File: src/rtl/sw_cond_pkg.sv
// Shared switch-conditioning definitions used by sw_conditioner and the picoMIPS top.
// Defaults for bus width, synchroniser depth and debounce length live here.
package sw_cond_pkg;

  localparam int N_SW_DEF        = 10;
  localparam int SYNC_STAGES_DEF = 2;
  localparam int DB_CYCLES_DEF   = 16;

  typedef logic [N_SW_DEF-1:0] sw_bus_t;

  // Counter must hold 0..DB_CYCLES-1; keep at least one bit for DB_CYCLES=1.
  function automatic int db_cnt_width(input int db_cycles);
    return (db_cycles < 2) ? 1 : $clog2(db_cycles + 1);
  endfunction

endpackage

File: src/rtl/debounce_bit.sv
// Single-bit synchroniser + debounce filter + level register.
// Rising-edge pulse logic is built only when SW_COND_RISE_EN is defined.
module debounce_bit
  import sw_cond_pkg::*;
#(
  parameter int SYNC_STAGES = SYNC_STAGES_DEF,
  parameter int DB_CYCLES   = DB_CYCLES_DEF
) (
  input  logic clk,
  input  logic reset,
  input  logic raw,
  output logic level,
  output logic rise
);

  localparam int            CW      = db_cnt_width(DB_CYCLES);
  localparam logic [CW-1:0] CNT_MAX = CW'(DB_CYCLES - 1);
  localparam logic [CW-1:0] CNT_ONE = CW'(1);
  localparam logic [CW-1:0] CNT_ZERO = CW'(0);

  generate
    if (SYNC_STAGES < 2 || DB_CYCLES < 1) begin : g_param_check
      $fatal(1, "debounce_bit: SYNC_STAGES must be >= 2 and DB_CYCLES >= 1");
    end
  endgenerate

  logic [SYNC_STAGES-1:0] sync_r;
  logic [CW-1:0]          cnt_r;
  logic                   level_r;
  logic                   sync_s;

  assign sync_s = sync_r[SYNC_STAGES-1];
  assign level  = level_r;

  // Metastability synchroniser chain for the raw pin.
  always_ff @(posedge clk or posedge reset) begin
    if (reset) begin
      sync_r <= '0;
    end else begin
      sync_r <= {sync_r[SYNC_STAGES-2:0], raw};
    end
  end

  // Any cycle of agreement restarts the count; the level flips only after DB_CYCLES disagreeing cycles.
  always_ff @(posedge clk or posedge reset) begin
    if (reset) begin
      cnt_r   <= CNT_ZERO;
      level_r <= 1'b0;
    end else if (sync_s != level_r) begin
      if (cnt_r == CNT_MAX) begin
        level_r <= sync_s;
        cnt_r   <= CNT_ZERO;
      end else begin
        cnt_r   <= cnt_r + CNT_ONE;
      end
    end else begin
      cnt_r <= CNT_ZERO;
    end
  end

`ifdef SW_COND_RISE_EN
  logic prev_r;
  logic rise_r;

  assign rise = rise_r;

  // Pulse one cycle after the debounced level goes 0->1.
  always_ff @(posedge clk or posedge reset) begin
    if (reset) begin
      prev_r <= 1'b0;
      rise_r <= 1'b0;
    end else begin
      prev_r <= level_r;
      rise_r <= level_r & ~prev_r;
    end
  end
`else
  assign rise = 1'b0;
`endif

endmodule

File: src/rtl/sw_conditioner.sv
// Conditions the raw board switches into the clean SW bus for picoMIPS.
// Define SW_COND_RISE_EN to build the sw_rise edge pulses; otherwise sw_rise is held at zero.
module sw_conditioner
  import sw_cond_pkg::*;
#(
  parameter int N_SW        = N_SW_DEF,
  parameter int SYNC_STAGES = SYNC_STAGES_DEF,
  parameter int DB_CYCLES   = DB_CYCLES_DEF
) (
  input  logic            clk,
  input  logic            reset,
  input  logic [N_SW-1:0] sw_raw,
  output logic [N_SW-1:0] SW,
  output logic [N_SW-1:0] sw_rise
);

  generate
    if (SYNC_STAGES < 2 || DB_CYCLES < 1) begin : g_param_check
      $fatal(1, "sw_conditioner: SYNC_STAGES must be >= 2 and DB_CYCLES >= 1");
    end
  endgenerate

  // Each switch bit is filtered independently.
  for (genvar i = 0; i < N_SW; i++) begin : g_bit
    debounce_bit #(
      .SYNC_STAGES (SYNC_STAGES),
      .DB_CYCLES   (DB_CYCLES)
    ) u_debounce_bit (
      .clk   (clk),
      .reset (reset),
      .raw   (sw_raw[i]),
      .level (SW[i]),
      .rise  (sw_rise[i])
    );
  end

endmodule

File: config.mk
export PLATFORM = sky130hd
export DESIGN_NAME = sw_conditioner
export DESIGN_NICKNAME = d
export VERILOG_FILES = /design/src/rtl/sw_cond_pkg.sv /design/src/rtl/debounce_bit.sv /design/src/rtl/sw_conditioner.sv
export SDC_FILE = /design/constraint.sdc
export NUM_CORES = 1
export LEC_CHECK = 0
export BUFFER_PORTS_ARGS = -buffer_cell sky130_fd_sc_hd__buf_2
export CORE_MARGIN = 1.5
export CORE_UTILIZATION = 31
export CTS_CLUSTER_SIZE = 40
export DETAILED_ROUTE_END_ITERATION = 16
export GPL_ROUTABILITY_DRIVEN = 0
export PLACE_DENSITY = 0.57
export RECOVER_POWER = 100
export SLEW_MARGIN = 15
export SYNTH_ARGS = -nofsm -noshare
export SYNTH_HDL_FRONTEND = slang
export SYNTH_SLANG_ARGS = --single-unit
export TNS_END_PERCENT = 1
File: constraint.sdc
create_clock -name clk -period 2.7 [get_ports clk]
set_clock_uncertainty 0.15 [all_clocks]
set_input_delay 0.405 -clock clk [delete_from_list [all_inputs] [get_ports clk]]
set_output_delay 0.405 -clock clk [all_outputs]
set_load 0.01 [all_outputs]
* Word-level counts from Yosys, hierarchy flattened *
Index checks and enable logic that the tools add are counted.

storage, ports and cells
  register bits = 80
  input bits = 12
  output and inout port bits = 20

operators by class
  add/subtract/negate cells = 10
  equality and inequality tests = 20
  muxes and demuxes = 20
  reductions and logical operators = 10

operators by type and width
  operator                                                         number
  5-bit 2-to-1 mux                                                 20
  5-bit by 1-bit adder with 5-bit output, second input constant    10
  5-bit by 4-bit == test with 1-bit output, second input constant  10
  2-bit AND reduction                                              10
  1-bit != test                                                    10

* Longest topological paths before layout *
Gate-level depths: netlist (run 1).

  depth in word-level cells = 3
  depth in mapped cells = 4
  mapped depth without buffers = 4

* Cells and area by module *
Synthesis (run 1) repeated with hierarchy kept, for this count alone.

unflattened totals
  cells, all modules = 260
  area total of the unflattened synthesis = 3190.6 µm²

modules (own cells, without submodules)
  module        instances  cells each  area an instance (µm²)  seq. area each (µm²)
  debounce_bit  10         26          319.1                   200.2

* Worst setup path after synthesis (run 1) *
OpenSTA, ideal clock, no wires.

  kind = register -> register
  start = reg g_bit[1].u_debounce_bit.cnt_r[0]
  end = reg g_bit[1].u_debounce_bit.level_r
  setup time = 0.127 ns
  arrival = 1.028 ns
  data required time = 2.423 ns
  setup slack = 1.394 ns
  cell stages (with the launch flop) = 5
  buffers on the path = 0
  clock period less this slack = 1.306 ns
  cells stage by stage = dfrtp_1 > ha_1 > nand3_2 > nor2_1 > mux2_1

between the ends
  longest elaborated chain between the ends = 2

ends and longest elaborated chain
  item                                      RTL line            source
  start: declaration                        debounce_bit.sv:28  logic [CW-1:0] cnt_r;
  start signal: assignment                  debounce_bit.sv:54  cnt_r <= cnt_r + CNT_ONE;
  5-bit by 4-bit == test with 1-bit output  debounce_bit.sv:50  if (cnt_r == CNT_MAX) begin
  2-bit AND reduction (no line)             -
  end signal: assignment                    debounce_bit.sv:51  level_r <= sync_s;
  end: declaration                          debounce_bit.sv:29  logic level_r;

Every way passes these cells.
A chain may end at the register's enable or synchronous reset.

==> results of run 1 <==
==> metal layers <==
layer | up-vias | wire, µm | GRT usage [%]
li1 | 846 | - | -
met1 | 794 | 2020 | 11.0
met2 | 27 | 1740 | 11.9
met3 | 8 | 154 | 2.99
met4 | 0 | 97 | 5.36
met5 | - | 0 | 0
==> area by class of cell <==
cell class              instances  area [µm²]  share of cell area (%)
clock buffers                  12         145                    4.02
clock inverters                 4        53.8                    1.49
inverters                       7        27.5                   0.762
multi-input cells             150        1000                    27.7
flip-flops and latches         80        2000                    55.4
well taps                     133         166                    4.61
repair buffers                 33         219                    6.06
==> logic make-up (layout without fill, tap and decap cells) <==
family | count (synthesis) | after routing
compound gates | 10 | 10
other cells | 1 | 10
mux | 10 | 10
flops | 80 | 80
fa+ha+maj | 10 | 10
xor+xnor | 30 | 30
buf+inv | 27 | 56
simple gates | 80 | 80
==> cell usage in the layout (no fill, tap or decap), drive strengths merged <==
cell,count
nand3,20
o21ai,10
xor2,30
nor2,36
dlygate4sd3,10
bufinv,1
inv,6
and3,10
mux2,10
ha,10
clkinv,1
and2,14
dfrtp,80
clkinvlp,3
clkbuf,23
buf,12
conb,10
==> state kept, by name (all words and copies together) (netlist names) <==
| register | count |
|---|---|
| g_bit.u_debounce_bit.cnt_r | 50 |
| g_bit.u_debounce_bit.level | 10 |
| g_bit.u_debounce_bit.sync_r | 20 |
==> power by group through the flow <==
stage               logic, mW  registers, mW  clock network (mW)
floorplan               0.101           1.30                   0
global placement        0.119           1.31                   0
detailed placement      0.121           1.31                   0
CTS                     0.130           1.28               0.905
global route            0.148           1.29               0.958
finish                  0.124           1.28               0.868
==> worst min-delay path by stage <==
stage | slack, ps | to
after floorplan | 180 | g_bit[0].u_debounce_bit.sync_r[1]
after global placement | 180 | g_bit[6].u_debounce_bit.sync_r[1]
after detailed placement | 190 | g_bit[3].u_debounce_bit.sync_r[1]
after CTS | 0.7 | g_bit[5].u_debounce_bit.sync_r[0]
after global routing | 4 | g_bit[4].u_debounce_bit.sync_r[0]
final | 30 | g_bit[4].u_debounce_bit.sync_r[0]
==> cell usage after synthesis (6+ instances only) <==
| cell | instances | area, µm² |
|---|---|---|
| inv_1 | 7 | 26.3 |
| mux2_1 | 10 | 113 |
| nand3_1 | 10 | 50.1 |
| o21ai_1 | 10 | 50.1 |
| and3_1 | 7 | 43.8 |
| nand3_2 | 10 | 100 |
| and2_2 | 6 | 45.0 |
| buf_4 | 20 | 150 |
| xor2_1 | 30 | 263 |
| ha_1 | 10 | 125 |
| dfrtp_1 | 80 | 2000 |
| nor2_1 | 29 | 109 |
| and2_1 | 8 | 50.1 |
| nor2_2 | 7 | 43.8 |
==> repair_timing <==
action	CTS	global route
hold buffers	8	2
endpoints found under the hold margin	25	2
setup buffers	0	0
==> out/metrics.cfg, run 1 <==
[critical_path]
path_cells=dlygate4sd3_1, clkbuf_1, clkinvlp_2, buf_4
crit_buf_inv=4
crit_type=input pin to async pin
critPathMaxFanout=24
cpLargestDelayFamily=buffers and inverters
cp_slowest_cell=dlygate4sd3_1
rr_startpoint=g_bit[4].u_debounce_bit.cnt_r[0]
startpoint=reset
critPathLaunchType=input pin
cp-endpoint=g_bit[8].u_debounce_bit.sync_r[0]
reg2reg_to=g_bit[4].u_debounce_bit.cnt_r[3]
cp_data_required_time_ps=3060
cp-end-kind=async pin
reg2reg_slack_ps=1270
cpPeakStageDelay_ps=530
path_depth=4
reg2reg_depth=4
arrival_ps=2000

[synthesis]
synth_cell_types=16
syn_inst=248
synthesis.area_um2=3200
synth-edff-count=0
yosys-mux-area-fraction_pct=3.52
synth-simple-area-share_pct=14.5
synth_xor_xnor_area_share_pct=8.22
ys_seq_elements=80
synth_compound_area_share_pct=1.57
postSynthAreaPerCell_um2=12.9
synthArstFlopShare_pct=100
yosys.area_share.adder_pct=3.91
yosysWarnings=0
ys_seq_area_share_pct=62.6
synth_top_family_by_area=simple AND/OR/NAND/NOR gates
synth_ff_type=dfrtp_1

[cells_and_area]
nets=303
fin_area_um2=3610
instances_no_fill=419
n_antenna_cell=0
area_delta_synth_final_pct=13.0
fillCellCount=997
final_util_pct=36.5
final_layout_size_suffix_gt1_share_pct=14.7

[place]
dp.cells=393
hpwl_mm=2.79
place_ws_ps=1320
port_buffers=21
place_area_um2=3380

[floorplanning]
die_h_um=105
die_width_um=105
design.die.area_um2=10900
start_util_pct=32.3
io_pins=32
num_rows=36
design.core.area_um2=9910

[cts]
ctsLongestPathBuffers=2
cts.sinks=80
clock-root-buffer=clkbuf_8
cts_tree=done
cts_resized=0
numCtsBuffers=9
clk_latency_ps=350
htreeDepth=3
clk_pin_slew_ps=80

[power_and_ir_drop]
p_per_area_nw_per_um2=629
pwr-share-comb_pct=5.4
swShare_pct=22.6
finalPower_mw=2.27
p_clk_share_pct=38.2
irDropWorstVdd_mv=0.335
p_sw_uw=514
cell_internal_pwr_mw=1.76
power.leakage_nw=1.86
p_seq_share_pct=56.4

[worst_hold_path]
hp-class=input pin to flop
hold_path_depth=1
hold_start=sw_raw[4]

[timing]
finalHoldViolCount=0
fin_ws_ps=1060
finalMaxSlewViolations=0
setup_viol=0
maxSlewHeadroom_pct=40.8
rsz0062_at_grt=false
holdWs_ps=30.5
tns_ps=0
fin_crit_sh_pct=60.8
fmax_mhz=610
tightest_slew_ps=883
fin_crit_ps=1640

[detailed_routing]
drc=0
post_drt_wl_per_cell_um=9.56
vias=1675
post_drt_via_cell_ratio=4.00
ant_nets=0
first_iter_violations=35
drtPass1Iterations=4
wl_mm=4.01

[run_status]
status=finished clean

[global_route]
grt_first_pass_wirelength_mm=7.25
grt_max_degree=39
grt_usage_pct=8.45
antenna_found_initial=0
grt_pass1_vias=1642
grt_remaining_overflow=0

[flow_run]
maxCapViolations=0

(Power assumes the default switching activity.)
==> run 2: changes to the inputs <==
==> constraint.sdc (replaced) <==
create_clock -name clk -period 1.45 [get_ports clk]
set_clock_uncertainty 0.15 [all_clocks]
set_input_delay 0.2175 -clock clk [delete_from_list [all_inputs] [get_ports clk]]
set_output_delay 0.2175 -clock clk [all_outputs]
set_load 0.01 [all_outputs]
==> run 2 against run 1 <==
  * Combinational power is 93% higher
  * Core utilization up 1.2 points
  * Sequential share of layout area fell by 1.7 points
  * Die area unchanged
  * Critical path type is now flop to flop
  * Critical endpoint is now g_bit[7].u_debounce_bit.level
  * Largest power group unchanged
  * Highest routed layer unchanged
==> out/metrics.cfg, run 2 (synthesis gave the netlist of run 1 again) <==
[cells_and_area]
n_antenna_cell=0
largest_register=g_bit.u_debounce_bit.cnt_r
multi_input_area_um2=1060
regArea_um2=2000
layout_commonest_cell=dfrtp_1
nets=304
final_layout_size_suffix_gt1_share_pct=20.2
final_util_pct=37.6
layout_common_cells=80 x dfrtp_1, 30 x xor2_1, 29 x nor2_1
area_delta_synth_final_pct=16.7
largest_reg_flops=50
fillCellCount=997

[global_route]
grt_remaining_overflow=0
grt_usage_pct=9.20
grt_max_degree=81
grt_pass1_vias=1756
antenna_found_initial=0
grt_first_pass_wirelength_mm=7.73

[timing]
fin_crit_sh_pct=95.5
maxSlewHeadroom_pct=53.1
setup_viol=0
tightest_slew_ps=704
finalMaxSlewViolations=0
holdWs_ps=204
rsz0062_at_grt=true
fmax_mhz=722
fin_ws_ps=65.3
fin_crit_ps=1380
finalHoldViolCount=0

[cts]
cts.sinks=80
clk_latency_ps=340
numCtsBuffers=9
ctsLongestPathBuffers=2
htreeDepth=3
clk_pin_slew_ps=80
clock-root-buffer=clkbuf_8
cts_tree=done

[detailed_routing]
ant_nets=0
wl_mm=4.23
first_iter_violations=13
vias=1697
post_drt_via_cell_ratio=4.04
drc=0
post_drt_wl_per_cell_um=10.1
drtPass1Iterations=6

[floorplanning]
start_util_pct=32.3
design.die.area_um2=10900
io_pins=32
die_h_um=105
die_width_um=105
design.core.area_um2=9910
num_rows=36

[power_and_ir_drop]
finalPower_mw=4.63
irDropWorstVdd_mv=0.681
power.leakage_nw=1.88
p_per_area_nw_per_um2=1240

[critical_path]
crit_buf_inv=0
path_cells=ha_1, nand3_2, nor2_2, mux2_1
critPathLaunchType=flop
arrival_ps=1470
cpPeakStageDelay_ps=380
cp_data_required_time_ps=1530
cpLargestDelayFamily=flip-flops
critPathMaxFanout=3
cp_slowest_cell=dfrtp_1
reg2reg_slack_ps=70
cp-end-kind=flop
crit_type=flop to flop

[place]
port_buffers=21
place_ws_ps=51.4
hpwl_mm=2.68

[worst_hold_path]
hp-class=flop to flop

[flow_run]
maxCapViolations=0

[run_status]
status=finished clean

run 2: cell types whose count changed in the layout (fill, tap and decap cells not counted), moves of 2 or more:
cell,delta
bufinv_16,+2
clkbuf_1,-2
clkinv_4,+2
ha_1,-4
ha_2,+4
nand3_1,-9
nand3_2,+9
o21ai_0,-6
o21ai_1,+6
run 2: where the power goes:
part / total [mW] / switching [mW] / internal (mW)
Clock: 2.00 / 0.801 / 1.20
Combinational: 0.239 / 0.132 / 0.107
Sequential: 2.39 / 0.0651 / 2.32
run 2: repair_timing:
item,in CTS,in global routing
buffers inserted,0,1
hold buffers,11,0
gates resized for setup,0,7
endpoints found under the setup margin,0,5
endpoints found under the hold margin,90,0
run 2: stage by stage:
stage,area (µm²),setup TNS (ps),std cells
final,3730,0,420
after global routing,3730,-2.23,420
after CTS,3740,0,419
after detailed placement,3380,0,392
after global placement,3380,0,392
after floorplan,3230,0,257
run 2: routing by layer:
| metal | up-vias | share of wire, % | GRT usage (%) |
|---|---|---|---|
| met5 | - | 0 | 0 |
| met1 | 817 | 46 | 10.5 |
| met3 | 7 | 4.6 | 4.87 |
| li1 | 846 | - | - |
| met4 | 0 | 1.7 | 3.87 |
| met2 | 27 | 47 | 14.3 |
run 2: final cells by class:
class | instances | share of cell area, %
clock inverter | 6 | 3.12
clock buffer | 10 | 3.69
multi-input combinational | 150 | 28.3
sequential | 80 | 53.7
inverter | 7 | 0.805
tap | 133 | 4.46
timing repair buffer | 34 | 5.90
run 2: final timing paths:
check	start	cells after the start	endpoint
max	g_bit[7].u_debounce_bit.cnt_r[0]	4	g_bit[7].u_debounce_bit.level
min	g_bit[0].u_debounce_bit.sync_r[0]	0	g_bit[0].u_debounce_bit.sync_r[1]
max reg2reg	g_bit[7].u_debounce_bit.cnt_r[0]	4	g_bit[7].u_debounce_bit.level
min reg2reg	g_bit[0].u_debounce_bit.sync_r[0]	0	g_bit[0].u_debounce_bit.sync_r[1]
max in group asynchronous	reset	4	g_bit[2].u_debounce_bit.level
min in group asynchronous	reset	4	g_bit[8].u_debounce_bit.level
==> run 3: changes to the inputs <==
--- a/config.mk
+++ b/config.mk
@@ -16,5 +16,6 @@
 export SLEW_MARGIN = 15
 export SYNTH_ARGS = -nofsm -noshare
 export SYNTH_HDL_FRONTEND = slang
+export SYNTH_HIERARCHICAL = 1
 export SYNTH_SLANG_ARGS = --single-unit
 export TNS_END_PERCENT = 1
==> constraint.sdc (replaced) <==
create_clock -name clk -period 1.12 [get_ports clk]
set_clock_uncertainty 0.15 [all_clocks]
set_input_delay 0.168 -clock clk [delete_from_list [all_inputs] [get_ports clk]]
set_output_delay 0.168 -clock clk [all_outputs]
set_load 0.01 [all_outputs]
==> run 3 against run 2 <==
  * The run now ends with negative setup slack left
  * Flip-flop and latch count unchanged
  * Clock power up 5%
  * Synthesized area down 0.20%
  * Sequential power up 30%
  * Total power up 23%
  * Critical path depth unchanged
  * Combinational power up 98%
  * Core utilization up 5.4 points
  * Critical path type unchanged
==> out/metrics.cfg, run 3 <==
[synthesis]
postSynthAreaPerCell_um2=12.3
synth_cell_types=14
synthMostInstantiatedCell=dfrtp_1
syn_inst=260
synth.area.top_cells=dfrtp_1 63%, xor2_1 8.2%, ha_1 3.9%
synthesis.area_um2=3190
ys_seq_area_share_pct=62.7
ys_seq_elements=80
synth_ff_type=dfrtp_1
yosys.area.top_type=dfrtp_1
synth_fp_nets=282
synth_top_area_share_pct=62.7
synthArstFlopShare_pct=100
synth-edff-count=0
yosysWarnings=6
synth_common_cells=80 x dfrtp_1, 30 x nor2_1, 30 x xor2_1

[critical_path]
critPathMaxFanout=3
reg2reg_slack_ps=-230
cp_data_required_time_ps=1200
critPathLaunchType=flop
cp-end-kind=flop
crit_type=flop to flop
arrival_ps=1440

[floorplanning]
io_pins=32
num_rows=36
design.die.area_um2=10900
start_util_pct=32.3
design.core.area_um2=9860
die_width_um=104
die_h_um=104

[run_status]
violations=negative setup slack
status=complete, but fails checks

[timing]
finalHoldViolCount=0
fin_crit_ps=1350
fmax_mhz=739
rsz0062_at_grt=true
tns_ps=-5210
holdWs_ps=199
finalMaxSlewViolations=0
fin_crit_sh_pct=121
setup_viol=61
fin_ws_ps=-234

[cells_and_area]
layout_commonest_cell=dfrtp_1
nets=358
final_layout_size_suffix_gt1_share_pct=37.0
layout_common_cells=80 x dfrtp_1, 40 x buf_4, 30 x nor2_1
area_delta_synth_final_pct=33.1
n_antenna_cell=0
largest_register=g_bit.u_debounce_bit/cnt_r
largest_reg_flops=50

[worst_hold_path]
hp-class=flop to flop

[global_route]
grt_pass1_vias=2044
grt_usage_pct=10.4
grt_max_degree=14
grt_first_pass_wirelength_mm=8.88
grt_remaining_overflow=0
antenna_found_initial=0

[cts]
numCtsBuffers=9
clk_latency_ps=350
cts.sinks=80
clk_pin_slew_ps=80
htreeDepth=3
clock-root-buffer=clkbuf_8
cts_tree=done
ctsLongestPathBuffers=2

[detailed_routing]
post_drt_via_cell_ratio=4.10
vias=1943
post_drt_wl_per_cell_um=10.8
first_iter_violations=19
wl_mm=5.13
ant_nets=0
drc=0
drtPass1Iterations=6

[power_and_ir_drop]
power.leakage_nw=2.19
irDropWorstVdd_mv=0.742
finalPower_mw=5.69
p_per_area_nw_per_um2=1340

[place]
place_ws_ps=-220
hpwl_mm=3.53
port_buffers=21

[flow_run]
maxCapViolations=0

## run 3: kinds of logic (layout without fill, tap and decap cells)
group / Yosys count / after routing / share of synthesized area (%)
flip-flops: 80 / 80 / 62.7
multiplexers: 10 / 10 / 3.53
buffers and inverters: 30 / 111 / 4.71
AO/OA/AOI/OAI: 10 / 10 / 1.57
AND/OR/NAND/NOR: 80 / 80 / 14.1
adder cells (fa/ha/maj): 10 / 10 / 3.92
other: 10 / 10 / 1.18
XOR/XNOR: 30 / 30 / 8.24
## run 3: final timing paths
path,from,end,cells after the start
max,g_bit[4].u_debounce_bit/cnt_r[0],g_bit[4].u_debounce_bit/level,4
min,g_bit[2].u_debounce_bit/sync_r[0],g_bit[2].u_debounce_bit/sync_r[1],0
max reg2reg,g_bit[4].u_debounce_bit/cnt_r[0],g_bit[4].u_debounce_bit/level,4
min reg2reg,g_bit[2].u_debounce_bit/sync_r[0],g_bit[2].u_debounce_bit/sync_r[1],0
max in group asynchronous,reset,g_bit[7].u_debounce_bit/cnt_r[2],3
min in group asynchronous,reset,g_bit[3].u_debounce_bit/sync_r[1],3
## run 3: timing repair
item | in CTS | in global routing
gates resized for setup | 15 | 20
hold buffers | 11 | 0
pin swaps | 15 | 10
endpoints found under the hold margin | 90 | 0
setup buffers | 1 | 1
setup endpoints to repair | 61 | 70
## run 3: worst max-delay path, stage by stage (launching register included)
cell	delay [ps]
dfrtp_1	360
ha_2	200
nand3_2	110
nor2_2	100
mux2_1	320
## run 3: cell type report
type / count / area [µm²]
clock inverter: 4 / 52.6
multi-input combinational: 150 / 1240
inverter: 20 / 75.1
timing repair buffer: 75 / 562
tap: 133 / 166
sequential: 80 / 2000
fill: 931 / 5620
clock buffer: 12 / 145
## run 3: metal layers
layer  track usage (%)  routed length (µm)  vias to the layer above  share of wire, %
met3              4.20                 215                        8               4.2
met1              11.8                2270                      952                44
met2              17.1                2560                       30                50
li1                  -                   -                      953                 -
met5                 0                   0                        -                 0
met4              5.06                  85                        0               1.7
## run 3: where the power goes
group          internal, mW  switching, mW  total, mW
logic                 0.242          0.231      0.473
clock network          1.10           1.01       2.11
registers              3.01         0.0932       3.10
total                  4.35           1.34       5.69
## run 3: per-stage QoR
stage,instance area (µm²),utilization [%],cells
after floorplan,3220,-,260
after global placement,3720,37.7,445
final,4250,43.0,474
after CTS,4100,41.6,473
after detailed placement,3720,37.7,445
after global routing,4250,43.0,474
